$ cat config.mk
export PLATFORM = sky130hd
export DESIGN_NAME = crc_param_engine_flat
export DESIGN_NICKNAME = d
export VERILOG_FILES = /design/src/rtl/crc_param_engine_if.sv /design/src/rtl/crc_param_engine.sv /design/src/flat_wrapper.sv
export SDC_FILE = /design/constraint.sdc
export NUM_CORES = 1
export LEC_CHECK = 0
export ABC_AREA = 1
export BUFFER_PORTS_ARGS = -buffer_cell sky130_fd_sc_hd__buf_2
export CORE_MARGIN = 2
export CORE_UTILIZATION = 55
export CTS_BUF_LIST = sky130_fd_sc_hd__clkbuf_8 sky130_fd_sc_hd__clkbuf_16
export CTS_CLUSTER_SIZE = 40
export DETAILED_ROUTE_END_ITERATION = 10
export PLACE_DENSITY = 0.79
export SYNTH_ARGS = -nofsm -noshare
export SYNTH_HDL_FRONTEND = slang
export SYNTH_SLANG_ARGS = --single-unit
$ cat constraint.sdc
create_clock -name i_sys_clk -period 2.25 [get_ports i_sys_clk]
set_input_delay 0.45 -clock i_sys_clk [delete_from_list [all_inputs] [get_ports i_sys_clk]]
set_output_delay 0.45 -clock i_sys_clk [all_outputs]
set_load 0.005 [all_outputs]
$ cat src/rtl/crc_param_engine_if.sv
// Word-stream handshake bundle between the frame builder, the CRC engine and the serialiser.
// The master modport drives words in; the slave modport is the engine side.
interface crc_param_engine_if #(
    parameter int DATA_W = 8,
    parameter int CRC_W  = 5
);
    logic              i_enable;
    logic              i_clear;
    logic [DATA_W-1:0] i_data;
    logic              i_data_valid;
    logic              i_last;
    logic              o_ready;
    logic              o_busy;
    logic [CRC_W-1:0]  o_crc_value;
    logic              o_crc_valid;

    modport master (
        output i_enable, i_clear, i_data, i_data_valid, i_last,
        input  o_ready, o_busy, o_crc_value, o_crc_valid
    );

    modport slave (
        input  i_enable, i_clear, i_data, i_data_valid, i_last,
        output o_ready, o_busy, o_crc_value, o_crc_valid
    );
endinterface

$ cat src/rtl/crc_param_engine.sv
// Parametrised CRC engine folding BITS_PER_CYC bits of each accepted word per clock.
// Defaults reproduce the I3C HDR-DDR CRC5 (x^5+x^2+1, seed all-ones, MSB first).
module crc_param_engine #(
    parameter int               CRC_W        = 5,
    parameter logic [CRC_W-1:0] POLY         = 5'h05,
    parameter logic [CRC_W-1:0] INIT         = 5'h1F,
    parameter int               DATA_W       = 8,
    parameter int               BITS_PER_CYC = 1,
    parameter bit               MSB_FIRST    = 1'b1
) (
    input  logic               i_sys_clk,
    input  logic               i_sys_rst,
    crc_param_engine_if.slave  bus
);

    localparam int N     = DATA_W / BITS_PER_CYC;
    localparam int CNT_W = (N > 1) ? $clog2(N) : 1;
    localparam logic [CNT_W-1:0] LAST_CNT = CNT_W'(N - 1);

    generate
        if ((DATA_W % BITS_PER_CYC) != 0 || CRC_W < 2) begin : g_bad_params
            $error("crc_param_engine: BITS_PER_CYC must divide DATA_W and CRC_W must be >= 2");
        end
    endgenerate

    typedef enum logic [0:0] {
        ST_IDLE  = 1'b0,
        ST_SHIFT = 1'b1
    } state_t;

    state_t                  r_state;
    state_t                  w_next_state;
    logic [DATA_W-1:0]       r_word;
    logic [CRC_W-1:0]        r_crc;
    logic [CNT_W-1:0]        r_cnt;
    logic                    r_last;
    logic [CRC_W-1:0]        r_crc_value;
    logic                    r_crc_valid;

    logic                    w_accept;
    logic                    w_fold;
    logic                    w_final;
    logic [BITS_PER_CYC-1:0] w_chunk;
    logic [DATA_W-1:0]       w_word_next;
    logic [CRC_W-1:0]        w_crc_folded;

    // Serial CRC update; chunk[BITS_PER_CYC-1] is the bit processed first.
    function automatic logic [CRC_W-1:0] crc_fold(
        input logic [CRC_W-1:0]        crc_in,
        input logic [BITS_PER_CYC-1:0] chunk
    );
        logic [CRC_W-1:0] c;
        logic             fb;
        c = crc_in;
        for (int i = BITS_PER_CYC - 1; i >= 0; i--) begin
            fb = c[CRC_W-1] ^ chunk[i];
            c  = {c[CRC_W-2:0], 1'b0} ^ (fb ? POLY : {CRC_W{1'b0}});
        end
        return c;
    endfunction

    assign bus.o_ready     = (r_state == ST_IDLE) & bus.i_enable;
    assign bus.o_busy      = (r_state == ST_SHIFT);
    assign bus.o_crc_value = r_crc_value;
    assign bus.o_crc_valid = r_crc_valid;

    // Pick the next BITS_PER_CYC bits in processing order and advance the word register.
    always_comb begin
        w_chunk     = {BITS_PER_CYC{1'b0}};
        w_word_next = r_word;
        if (MSB_FIRST) begin
            w_chunk     = r_word[DATA_W-1 -: BITS_PER_CYC];
            w_word_next = r_word << BITS_PER_CYC;
        end else begin
            for (int i = 0; i < BITS_PER_CYC; i++) begin
                w_chunk[BITS_PER_CYC-1-i] = r_word[i];
            end
            w_word_next = r_word >> BITS_PER_CYC;
        end
    end

    assign w_crc_folded = crc_fold(r_crc, w_chunk);

    // Next-state and handshake qualifiers; clear overrides everything else.
    always_comb begin
        w_next_state = r_state;
        w_accept     = 1'b0;
        w_fold       = 1'b0;
        w_final      = 1'b0;
        case (r_state)
            ST_IDLE: begin
                w_accept = bus.i_data_valid & bus.i_enable & ~bus.i_clear;
                if (w_accept) begin
                    w_next_state = ST_SHIFT;
                end else begin
                    w_next_state = ST_IDLE;
                end
            end
            ST_SHIFT: begin
                w_fold  = bus.i_enable & ~bus.i_clear;
                w_final = w_fold & (r_cnt == LAST_CNT);
                if (w_final) begin
                    w_next_state = ST_IDLE;
                end else begin
                    w_next_state = ST_SHIFT;
                end
            end
            default: begin
                w_next_state = ST_IDLE;
            end
        endcase
        if (bus.i_clear) begin
            w_next_state = ST_IDLE;
        end else begin
            w_next_state = w_next_state;
        end
    end

    // State register.
    always_ff @(posedge i_sys_clk or posedge i_sys_rst) begin
        if (i_sys_rst) begin
            r_state <= ST_IDLE;
        end else begin
            r_state <= w_next_state;
        end
    end

    // Datapath: word latch, fold, counter and result publication.
    always_ff @(posedge i_sys_clk or posedge i_sys_rst) begin
        if (i_sys_rst) begin
            r_word      <= {DATA_W{1'b0}};
            r_crc       <= INIT;
            r_cnt       <= {CNT_W{1'b0}};
            r_last      <= 1'b0;
            r_crc_value <= {CRC_W{1'b0}};
            r_crc_valid <= 1'b0;
        end else begin
            r_crc_valid <= 1'b0;
            if (bus.i_clear) begin
                r_crc  <= INIT;
                r_cnt  <= {CNT_W{1'b0}};
                r_last <= 1'b0;
            end else if (w_accept) begin
                r_word <= bus.i_data;
                r_last <= bus.i_last;
                r_cnt  <= {CNT_W{1'b0}};
            end else if (w_fold) begin
                r_word <= w_word_next;
                if (w_final) begin
                    r_cnt <= {CNT_W{1'b0}};
                    if (r_last) begin
                        r_crc_value <= w_crc_folded;
                        r_crc_valid <= 1'b1;
                        r_crc       <= INIT;
                    end else begin
                        r_crc <= w_crc_folded;
                    end
                end else begin
                    r_cnt <= r_cnt + CNT_W'(1);
                    r_crc <= w_crc_folded;
                end
            end
        end
    end

endmodule

$ cat src/flat_wrapper.sv
// flat-port wrapper written by rule: the top's interface ports become plain ports
module crc_param_engine_flat 
#(
    parameter int               CRC_W        = 5,
    parameter logic [CRC_W-1:0] POLY         = 5'h05,
    parameter logic [CRC_W-1:0] INIT         = 5'h1F,
    parameter int               DATA_W       = 8,
    parameter int               BITS_PER_CYC = 1,
    parameter bit               MSB_FIRST    = 1'b1
)
  (i_sys_clk, i_sys_rst, bus_i_enable, bus_i_clear, bus_i_data, bus_i_data_valid, bus_i_last, bus_o_ready, bus_o_busy, bus_o_crc_value, bus_o_crc_valid);
  crc_param_engine_if #(.DATA_W(DATA_W), .CRC_W(CRC_W)) bus_i ();
  input  logic i_sys_clk;
  input  logic i_sys_rst;
  input wire logic [$bits(bus_i.i_enable)-1:0] bus_i_enable;
  input wire logic [$bits(bus_i.i_clear)-1:0] bus_i_clear;
  input wire logic [$bits(bus_i.i_data)-1:0] bus_i_data;
  input wire logic [$bits(bus_i.i_data_valid)-1:0] bus_i_data_valid;
  input wire logic [$bits(bus_i.i_last)-1:0] bus_i_last;
  output wire logic [$bits(bus_i.o_ready)-1:0] bus_o_ready;
  output wire logic [$bits(bus_i.o_busy)-1:0] bus_o_busy;
  output wire logic [$bits(bus_i.o_crc_value)-1:0] bus_o_crc_value;
  output wire logic [$bits(bus_i.o_crc_valid)-1:0] bus_o_crc_valid;
  assign bus_i.i_enable = bus_i_enable;
  assign bus_i.i_clear = bus_i_clear;
  assign bus_i.i_data = bus_i_data;
  assign bus_i.i_data_valid = bus_i_data_valid;
  assign bus_i.i_last = bus_i_last;
  assign bus_o_ready = bus_i.o_ready;
  assign bus_o_busy = bus_i.o_busy;
  assign bus_o_crc_value = bus_i.o_crc_value;
  assign bus_o_crc_valid = bus_i.o_crc_valid;
  crc_param_engine #(.CRC_W(CRC_W), .POLY(POLY), .INIT(INIT), .DATA_W(DATA_W), .BITS_PER_CYC(BITS_PER_CYC), .MSB_FIRST(MSB_FIRST)) u_core (.i_sys_clk(i_sys_clk), .i_sys_rst(i_sys_rst), .bus(bus_i));
endmodule
==> results.md, run 1 <==
* GR met2 Demand/Resource at 36.2%
* DRT Wirelength at 2260 um
* Top cells by count, synth: 37 x nand2_1, 22 x nand3_1, 19 x dfrtp_1
* VDD IR max at 0.000417 V
* Clock buffer depth at 2
* Antenna cells at 0
* Synth warn at 0
* Final worst-path cycle share at 67.6%
* Fraction of synthesized cell area in xor and xnor cells at 0%
* Post-CTS sizing at 0
* Top post-synthesis cells by area: dfrtp_1 41%, nand2_1 12%, dfstp_2 11%
* Sequential Area at 607 um2
* Syn nets at 143
* Complex-gate fraction of the synthesized area at 9.03%
* Met3 Resource Use GR at 1.82%
* Area of the multi-input gates at 460 um2
* DRC at 0
* Vias per Instance at 5.23
* Critical path buffers and inverters at 1
* HPWL after DPL at 1650 um
* CP max stage cell: dfrtp_1
* Final Util at 67.9%
* Hold Violations, Final at 0
* Most common cell in the netlist: nand2_1
* 1st-iter DRT viols at 23
* Overall power at 0.909 mW
* Die height at 49.7 um
* Post-Synth Adder-Cell Area at 2.18%
* MaxCap Viol Count at 0
* Post-CTS Repair Setup Buffers at 0
* Top delay family on crit path: flip-flops
* WL per Instance at 12.7 um
* GRT Residual Overflow at 0
* CP peak stage delay at 0.43 ns
* Worst setup margin at 0.729 ns
* Power Density at 682 nW/um2
* Root buffer cell: clkbuf_8
* GR peak layer: met2
* Slew Limit Headroom at 80.0%
* Final Skew at 0.00124 ns
* Yosys top cell area share at 41.3%
* Synth-to-Final Area Change at 15.9%
* Hold-fix buffers, CTS at 0
* Remaining antenna violation count at 0
* CTS tree: built
* Distinct cell type count after synthesis at 20
* Main flop type after synthesis: dfrtp_1
* Worst-Skew Late Latency at 0.26 ns
* Critical path capture point type: primary output
* Initial antenna violation count at 0
* Post-Syn Area at 1150 um2
* # IOs at 22
* Pleak at 0.741 nW
* Global Route met1 Usage at 27.3%
* Port bufs at 21
* Largest net degree at the start of global routing at 25
* First-pass iteration count of the detailed router at 4
* Seq/Total Area, Yosys at 52.8%
* Total GRT Usage at 21.3%
* Global-route wire length before repair at 3950 um
* Tmin final at 1.52 ns
* Number of synthesized register bits at 24
* Slew Limit Fails at 0
* Simple-Gate Fraction of Synth Area at 28.8%
* Die width at 49.7 um
* CTS Sinks at 24
* Async SR Flop Fraction at 100%
* CP Data Required Time at 1.80 ns
* Number of synthesized flops with an enable pin at 0
* Full die area at 2470 um2
* Mean area per synthesized cell at 9.05 um2
* Total negative slack at 0 ns
* Vias in the first global route at 876
* CP max FO at 4
* Hold Path Class: primary input to async pin
* Non-Filler Cell Area, Final at 1330 um2
* Routed vias at 931
* # setup viols final at 0
* Filler cell count at 171
* Core area at 1960 um2
* Type of the worst setup path: flip-flop to primary output
* Initial Utilization at 58.6%
* Least-Margin Pin Slew at 0.299 ns
* Crit-path cells: nor2_1, buf_2
* Achievable Freq at 657 MHz
* Main combinational cell family by area after synthesis: simple AND/OR/NAND/NOR gates
* Final Net Count at 168
* Worst slack at placement at 0.771 ns
* Syn Inst Count at 127
* Clock-pin slew on the worst setup and hold paths at 0.08 ns
* Status: finished clean
* Clock buffer count from CTS at 3
* GP Congestion at 0.787
* RSZ-0062 raised after global routing: no
* CP Launch Type: flip-flop
* FP Rows at 16
* CTS HTree Levels at 1
* Mux contribution to synthesized area at 0%
* Leading area contributor after synthesis: dfrtp_1
* Layout cell share with drive strength beyond 1 at 31.1%
* Area of placed instances at 1280 um2
* Crit path DAT at 1.07 ns
cells in the final DEF (no fill, tap or decap):
cell type / n
a21oi_1: 1
a31oi_2: 4
buf_2: 21
buf_4: 1
clkbuf_8: 4
dfrtp_1: 19
dfstp_2: 5
ha_1: 2
inv_1: 13
inv_2: 4
nand2_1: 37
nand2_2: 2
nand3_1: 22
nand3_2: 1
nand3_4: 1
nor2_1: 6
nor2_8: 1
o21ai_0: 1
o21ai_1: 2
o21ai_2: 3
o31ai_1: 1
final timing paths:
check                                                from                   endpoint  slack [ns]  cells past startpoint
worst min-delay path                            i_sys_rst  u_core.bus.o_crc_value[3]        0.21                      3
max in group asynchronous                       i_sys_rst            u_core.r_crc[1]        1.75                      3
min in group i_sys_clk                         bus_i_last              u_core.r_last        0.39                      3
worst max-delay path                    u_core.bus.o_busy                bus_o_ready        0.73                      2
worst max register to register            u_core.r_cnt[0]            u_core.r_crc[2]        0.90                      6
worst min register to register  u_core.bus.o_crc_value[0]  u_core.bus.o_crc_value[0]        0.49                      2
metal layers:
metal	vias up	part of all wire [%]
met1	451	43
met5	-	0
met3	4	2.9
met4	0	1.7
met2	20	52
li1	456	-
final cells by class:
cell class	instances	area share (%)
clock buffer	4	4.13
inverter	17	4.79
multi-input combinational	84	34.6
sequential	24	45.5
tap	27	2.54
timing repair buffer	22	8.45
logic make-up after synthesis:
group                    after synthesis
AO/OA/AOI/OAI                         12
AND/OR/NAND/NOR                       70
buffers and inverters                 19
flip-flops                            24
adder cells (fa/ha/maj)                2
power by group:
part,internal (mW),switching (mW),total (mW)
clock,0.156,0.132,0.288
sequential,0.475,0.0285,0.503
combinational,0.0454,0.0721,0.118
worst register-to-register path, stage by stage, from the launching register on:
cell and delay, ns:
dfrtp_1 0.41, ha_1 0.21, ha_1 0.23, nand3_4 0.22, nand3_1 0.11, nand2_1 0.07, inv_1 0.04
metrics by stage:
stage	hold WS [ns]	cells
2_1_floorplan	0.443	127
3_3_place_gp	0.458	174
3_5_place_dp	0.465	174
4_1_cts	0.221	178
5_1_grt	0.246	178
6_report	0.214	178
state kept, by name, summed over array words and instances (netlist names):
register / cells
u_core.r_cnt: 3
u_core.bus.o_crc_valid: 1
u_core.r_crc: 5
u_core.r_word: 8
u_core.r_last: 1
u_core.bus.o_busy: 1
u_core.bus.o_crc_value: 5
Power figures use the tool's default switching activity.
==> run 2: changes to the inputs <==
- CORE_UTILIZATION: 55 -> 48
- PLACE_DENSITY: 0.79 -> 0.73
- clock period: 2.25 -> 1.3 ns (I/O delays scaled with it)
==> run 2 against run 1 <==
Final area increased by 5.5%. Sequential share of layout area decreased by 2.4 points. Worst setup slack worse by 0.71 ns. Critical endpoint unchanged. Critical path depth is the same. Final cell count rose by 3.9%. Worst hold slack got worse by 0.19 ns. Clock-buffer cell count unchanged. Global-route usage fell by 3.4 points. Total power grew 74%. Sequential cell count unchanged. Clock skew is essentially flat.
==> results.md, run 2 (synthesis results as in run 1) <==
* FP Rows at 17 (+1)
* Hold Violations, Final at 0 (unchanged)
* Crit path DAT at 1.02 ns (-0.05 ns)
* Clock-pin slew on the worst setup and hold paths at 0.08 ns (about the same)
* DRT Wirelength at 2280 um (+0.98%)
* Crit-path cells: nor2_2, buf_2
* Layout Cells excl Fill at 185 (+3.9%)
* Met3 Resource Use GR at 1.98% (+0.16 points)
* Final Util at 63.0% (-5.0 points)
* Global-route wire length before repair at 3730 um (-5.6%)
* Hold-fix buffers, CTS at 0 (unchanged)
* CP peak stage delay at 0.43 ns (about the same)
* Critical Path Source: u_core.bus.o_busy
* Layout cell share with drive strength beyond 1 at 35.0% (+3.9 points)
* 1st-iter DRT viols at 13 (-43%)
* Hold Path Class: primary input to async pin
* Slew Limit Fails at 0 (unchanged)
* CTS tree: built
* GP Congestion at 0.790 (+0.46%)
* # setup viols final at 0 (unchanged)
* Power Density at 1130 nW/um2 (+65%)
* Worst-Skew Late Latency at 0.26 ns (about the same)
* Root buffer cell: clkbuf_8
* Antenna cells at 0 (unchanged)
* Initial antenna violation count at 0 (unchanged)
* Largest register FFs at 8 (unchanged)
* First-pass iteration count of the detailed router at 4 (unchanged)
* CP Launch Type: flip-flop
* # IOs at 22 (unchanged)
* DRC at 0 (unchanged)
* Commonest non-fill, non-tap cell in the layout: nand2_1
* Largest net degree at the start of global routing at 25 (unchanged)
* Status: finished clean
* Biggest register: u_core.r_word
* CP max stage cell: dfrtp_1
* GR peak layer: met2
* CTS HTree Levels at 1 (unchanged)
* VDD IR max at 0.000683 V (+64%)
* WL per Instance at 12.3 um (-2.8%)
* Synth-to-Final Area Change at 22.3%
* Final worst-path cycle share at 98.5%
* HPWL after DPL at 1550 um (-6.2%)
* Critical path buffers and inverters at 1 (unchanged)
* CTS Sinks at 24 (unchanged)
* Filler cell count at 204 (+19%)
* Achievable Freq at 781 MHz
* CP Data Required Time at 1.04 ns (-0.76 ns)
* Tmin final at 1.28 ns
* Vias per Instance at 5.06 (-3.3%)
* RR Startpoint: u_core.r_cnt[0]
* Port bufs at 21 (unchanged)
* Type of the worst setup path: flip-flop to primary output
* GRT Residual Overflow at 0 (unchanged)
* Die width at 52.9 um (+6.5%)
* Routed vias at 936 (+0.54%)
* Pleak at 0.765 nW (+3.2%)
* Initial Utilization at 51.5% (-7.1 points)
* Slew Limit Headroom at 79.5% (-0.55 points)
* Remaining antenna violation count at 0 (unchanged)
* Final Skew at 0.00166 ns (+0.000424 ns)
* Global Route met1 Usage at 21.9% (-5.4 points)
* CP max FO at 4 (unchanged)
* Final Net Count at 174 (+3.6%)
* Critical path capture point type: primary output
* Core area at 2230 um2 (+14%)
* Clock buffer depth at 2 (unchanged)
* RSZ-0062 raised after global routing: yes
* Top delay family on crit path: flip-flops
* Total GRT Usage at 17.9% (-3.4 points)
* Commonest non-fill, non-tap cells in the layout: 37 x nand2_1, 22 x nand3_1, 21 x buf_2
* MaxCap Viol Count at 0 (unchanged)
* Full die area at 2800 um2 (+13%)
* Vias in the first global route at 898 (+2.5%)
* DP Cell Count at 177 (+1.7%)
* Die height at 52.9 um (+6.5%)
* Clock buffer count from CTS at 3 (unchanged)
* GR met2 Demand/Resource at 31.7% (-4.6 points)
* Least-Margin Pin Slew at 0.307 ns (+0.00818 ns)
run 2: final timing paths:
path | end | slack [ns] | cells after the start
max in group asynchronous | u_core.r_crc[1] | 0.99 | 3
worst max-delay path | bus_o_ready | 0.02 | 2
min in group i_sys_clk | u_core.r_word[0] | 0.20 | 3
worst max register to register | u_core.r_cnt[0] | 0.07 | 3
worst min-delay path | u_core.bus.o_crc_value[3] | 0.03 | 3
worst min register to register | u_core.r_word[0] | 0.48 | 2
run 2: layout make-up:
type	count	area (um2)	share of cell area, %
Timing Repair Buffer	27	150	10.7
Inverter	17	63.8	4.54
Multi-Input combinational cell	85	495	35.2
Sequential cell	24	607	43.1
Clock buffer	4	55.1	3.91
Tap cell	28	35.0	2.49
run 2: repair_timing:
item / in CTS / in global routing
setup buffers: 0 / 3
endpoints found under the setup margin: 5 / 20
cloned: 0 / 1
gates resized for setup: 0 / 5
pin swaps: 1 / 2
run 2: layer usage:
metal / up-vias / wire [um]
li1: 474 / -
met1: 444 / 1050
met2: 16 / 1160
met3: 2 / 51
met4: 0 / 14
met5: - / 0
run 2: report_power, final:
part / internal, mW / switching (mW) / total (mW)
clock: 0.270 / 0.228 / 0.498
combinational: 0.0842 / 0.131 / 0.215
sequential: 0.822 / 0.0484 / 0.870
total: 1.18 / 0.407 / 1.58
run 2: per-stage QoR:
stage / hold slack [ns] / instance area, um2 / TNS, ns / worst slack (ns) / total power [mW]
after global routing: 0.0669 / 1410 / -0.0562 / -0.0285 / 1.67
after detailed placement: 0.318 / 1290 / 0 / 0.00852 / 1.09
after floorplan: 0.271 / 1150 / 0 / 0.0630 / 1.02
after CTS: 0.0328 / 1350 / -0.0390 / -0.0254 / 1.59
after global placement: 0.315 / 1290 / 0 / 0.0461 / 1.08
final: 0.0253 / 1410 / 0 / 0.0201 / 1.58
run 2: worst reg2reg max path: stages, from the launching register on:
cell	delay, ns
dfrtp_1	0.39
ha_1	0.22
ha_2	0.23
o31ai_1	0.29
==> run 3: changes to the inputs <==
- CORE_UTILIZATION: 48 -> 35
- PLACE_DENSITY: 0.73 -> 0.55
- clock period: 1.3 -> 1.6 ns (I/O delays scaled with it)
==> run 3 against run 2 <==
Sequential share of layout area up 2.0 points. Sequential cell count unchanged. First-iteration DRC count increased to 3.7 times the previous value. Clock power down 28%. Die area up 34%. Critical path depth did not move. Combinational power down 24%. Sequential power shrank 19%. Total power shrank 22%. Worst setup slack gained 0.25 ns. Critical endpoint unchanged. Largest cell class unchanged.
==> results.md, run 3 (synthesis results as in run 1) <==
* Hold Violations, Final at 0 (unchanged)
* GP Congestion at 0.758 (-4.1%)
* DRT Wirelength at 2070 um (-9.0%)
* Total GRT Usage at 12.9% (-5.0 points)
* Global-route wire length before repair at 3650 um (-2.2%)
* Post-CTS Repair Setup Buffers at 0 (unchanged)
* Layout cell share with drive strength beyond 1 at 30.5% (-4.6 points)
* Total negative slack at 0 ns (unchanged)
* # setup viols final at 0 (unchanged)
* Synth-to-Final Area Change at 16.9%
* Critical Path Source: u_core.bus.o_busy
* Least-Margin Pin Slew at 0.309 ns (+0.00107 ns)
* CP max stage cell: dfrtp_1
* CTS HTree Levels at 1 (unchanged)
* Final worst-path cycle share at 82.8%
* Root buffer cell: clkbuf_8
* Antenna cells at 0 (unchanged)
* Slew Limit Headroom at 79.4% (about the same)
* CTS tree: built
* Largest net degree at the start of global routing at 25 (unchanged)
* 1st-iter DRT viols at 48 (+35)
* Commonest non-fill, non-tap cells in the layout: 37 x nand2_1, 22 x nand3_1, 21 x buf_2
* CP max FO at 4 (unchanged)
* Largest register FFs at 8 (unchanged)
* Port bufs at 21 (unchanged)
* Initial antenna violation count at 0 (unchanged)
* MaxCap Viol Count at 0 (unchanged)
* Overall power at 1.23 mW (-22%)
* Remaining antenna violation count at 0 (unchanged)
* CTS Sinks at 24 (unchanged)
* WL per Instance at 10.6 um (-14%)
* Routed vias at 884 (-5.6%)
* GRT Residual Overflow at 0 (unchanged)
* Pleak at 0.739 nW (-3.3%)
* First-pass iteration count of the detailed router at 4 (unchanged)
* Die width at 61.3 um (+16%)
* Slew Limit Fails at 0 (unchanged)
* Tmin final at 1.32 ns
* Filler cell count at 307 (+50%)
* Die height at 61.3 um (+16%)
* Biggest register: u_core.r_word
* Final Net Count at 168 (-3.4%)
* Worst-Skew Late Latency at 0.26 ns (about the same)
* Final Skew at 0.00720 ns (+0.00554 ns)
* Post-CTS sizing at 0 (unchanged)
* Clock buffer depth at 2 (unchanged)
* Vias in the first global route at 833 (-7.2%)
* Critical path capture point type: primary output
* Initial Utilization at 37.4% (-14 points)
* Full die area at 3760 um2 (+34%)
* HPWL after DPL at 1540 um (-0.85%)
* Core area at 3080 um2 (+38%)
* Status: finished clean
* Critical path buffers and inverters at 1 (unchanged)
* DRC at 0 (unchanged)
* Crit-path cells: nor2_1, buf_2
* Power Density at 914 nW/um2 (-19%)
* Achievable Freq at 755 MHz
* Type of the worst setup path: flip-flop to primary output
* Hold-fix buffers, CTS at 0 (unchanged)
* Vias per Instance at 4.53 (-10%)
* Clock buffer count from CTS at 3 (unchanged)
* CP peak stage delay at 0.43 ns (about the same)
* FP Rows at 20 (+3)
* # IOs at 22 (unchanged)
* CP Launch Type: flip-flop
* Clock-pin slew on the worst setup and hold paths at 0.09 ns (about the same)
* Hold Path Class: primary input to async pin
* Crit path DAT at 1.00 ns (-0.02 ns)
* RSZ-0062 raised after global routing: no
* Commonest non-fill, non-tap cell in the layout: nand2_1
* VDD IR max at 0.000315 V (-54%)
* CP Data Required Time at 1.28 ns (+0.24 ns)
* Non-Filler Cell Area, Final at 1340 um2 (-4.4%)
* Top delay family on crit path: flip-flops
* RR Startpoint: u_core.r_cnt[0]
* Area of placed instances at 1300 um2 (+0.39%)
[run 3: per-layer routing]
| layer | GRT usage, % | up-vias | share of wire [%] |
|---|---|---|---|
| li1 | - | 457 | - |
| met1 | 18.2 | 410 | 50 |
| met2 | 19.5 | 15 | 45 |
| met3 | 2.94 | 2 | 4.6 |
| met4 | 4.66 | 0 | 0.72 |
| met5 | 0 | - | 0 |
[run 3: worst register-to-register path, stage by stage (launching register included)]
cell and delay (ns):
dfrtp_1 0.41, ha_1 0.21, ha_1 0.23, nand3_4 0.22, nand3_1 0.11, nand2_1 0.06, inv_1 0.03
[run 3: through the flow]
step | worst slack (ns) | util, % | std cells | hold slack [ns]
5_1_grt | 0.163 | 43.7 | 195 | 0.127
4_1_cts | 0.255 | 43.7 | 195 | 0.0908
2_1_floorplan | 0.363 | - | 127 | 0.331
6_report | 0.275 | 43.7 | 195 | 0.0797
3_3_place_gp | 0.317 | 42.2 | 191 | 0.380
3_5_place_dp | 0.288 | 42.2 | 191 | 0.387
[run 3: where the power goes]
part	switching (mW)	internal, mW	leakage (nW)	total (mW)
sequential	0.0367	0.668	0.302	0.704
clock	0.190	0.171	0.0269	0.361
combinational	0.0998	0.0638	0.410	0.164
total	0.326	0.903	0.739	1.23
[run 3: final timing paths]
path / depth (start not counted) / slack (ns) / to
min reg2reg: 2 / 0.48 / u_core.bus.o_crc_value[3]
max reg2reg: 6 / 0.28 / u_core.r_crc[2]
min in group i_sys_clk: 3 / 0.26 / u_core.r_word[0]
max in group asynchronous: 3 / 1.22 / u_core.r_crc[0]
max: 2 / 0.28 / bus_o_ready
min: 3 / 0.08 / u_core.r_word[5]
[run 3: area by class of cell]
type | instances | area (um2) | area share [%]
Clock inverter | 1 | 3.75 | 0.279
Inverter | 17 | 63.8 | 4.75
Tap cell | 44 | 55.1 | 4.10
Clock buffer | 3 | 41.3 | 3.07
Sequential cell | 24 | 607 | 45.2
Timing Repair Buffer | 22 | 113 | 8.38
Multi-Input combinational cell | 84 | 460 | 34.3
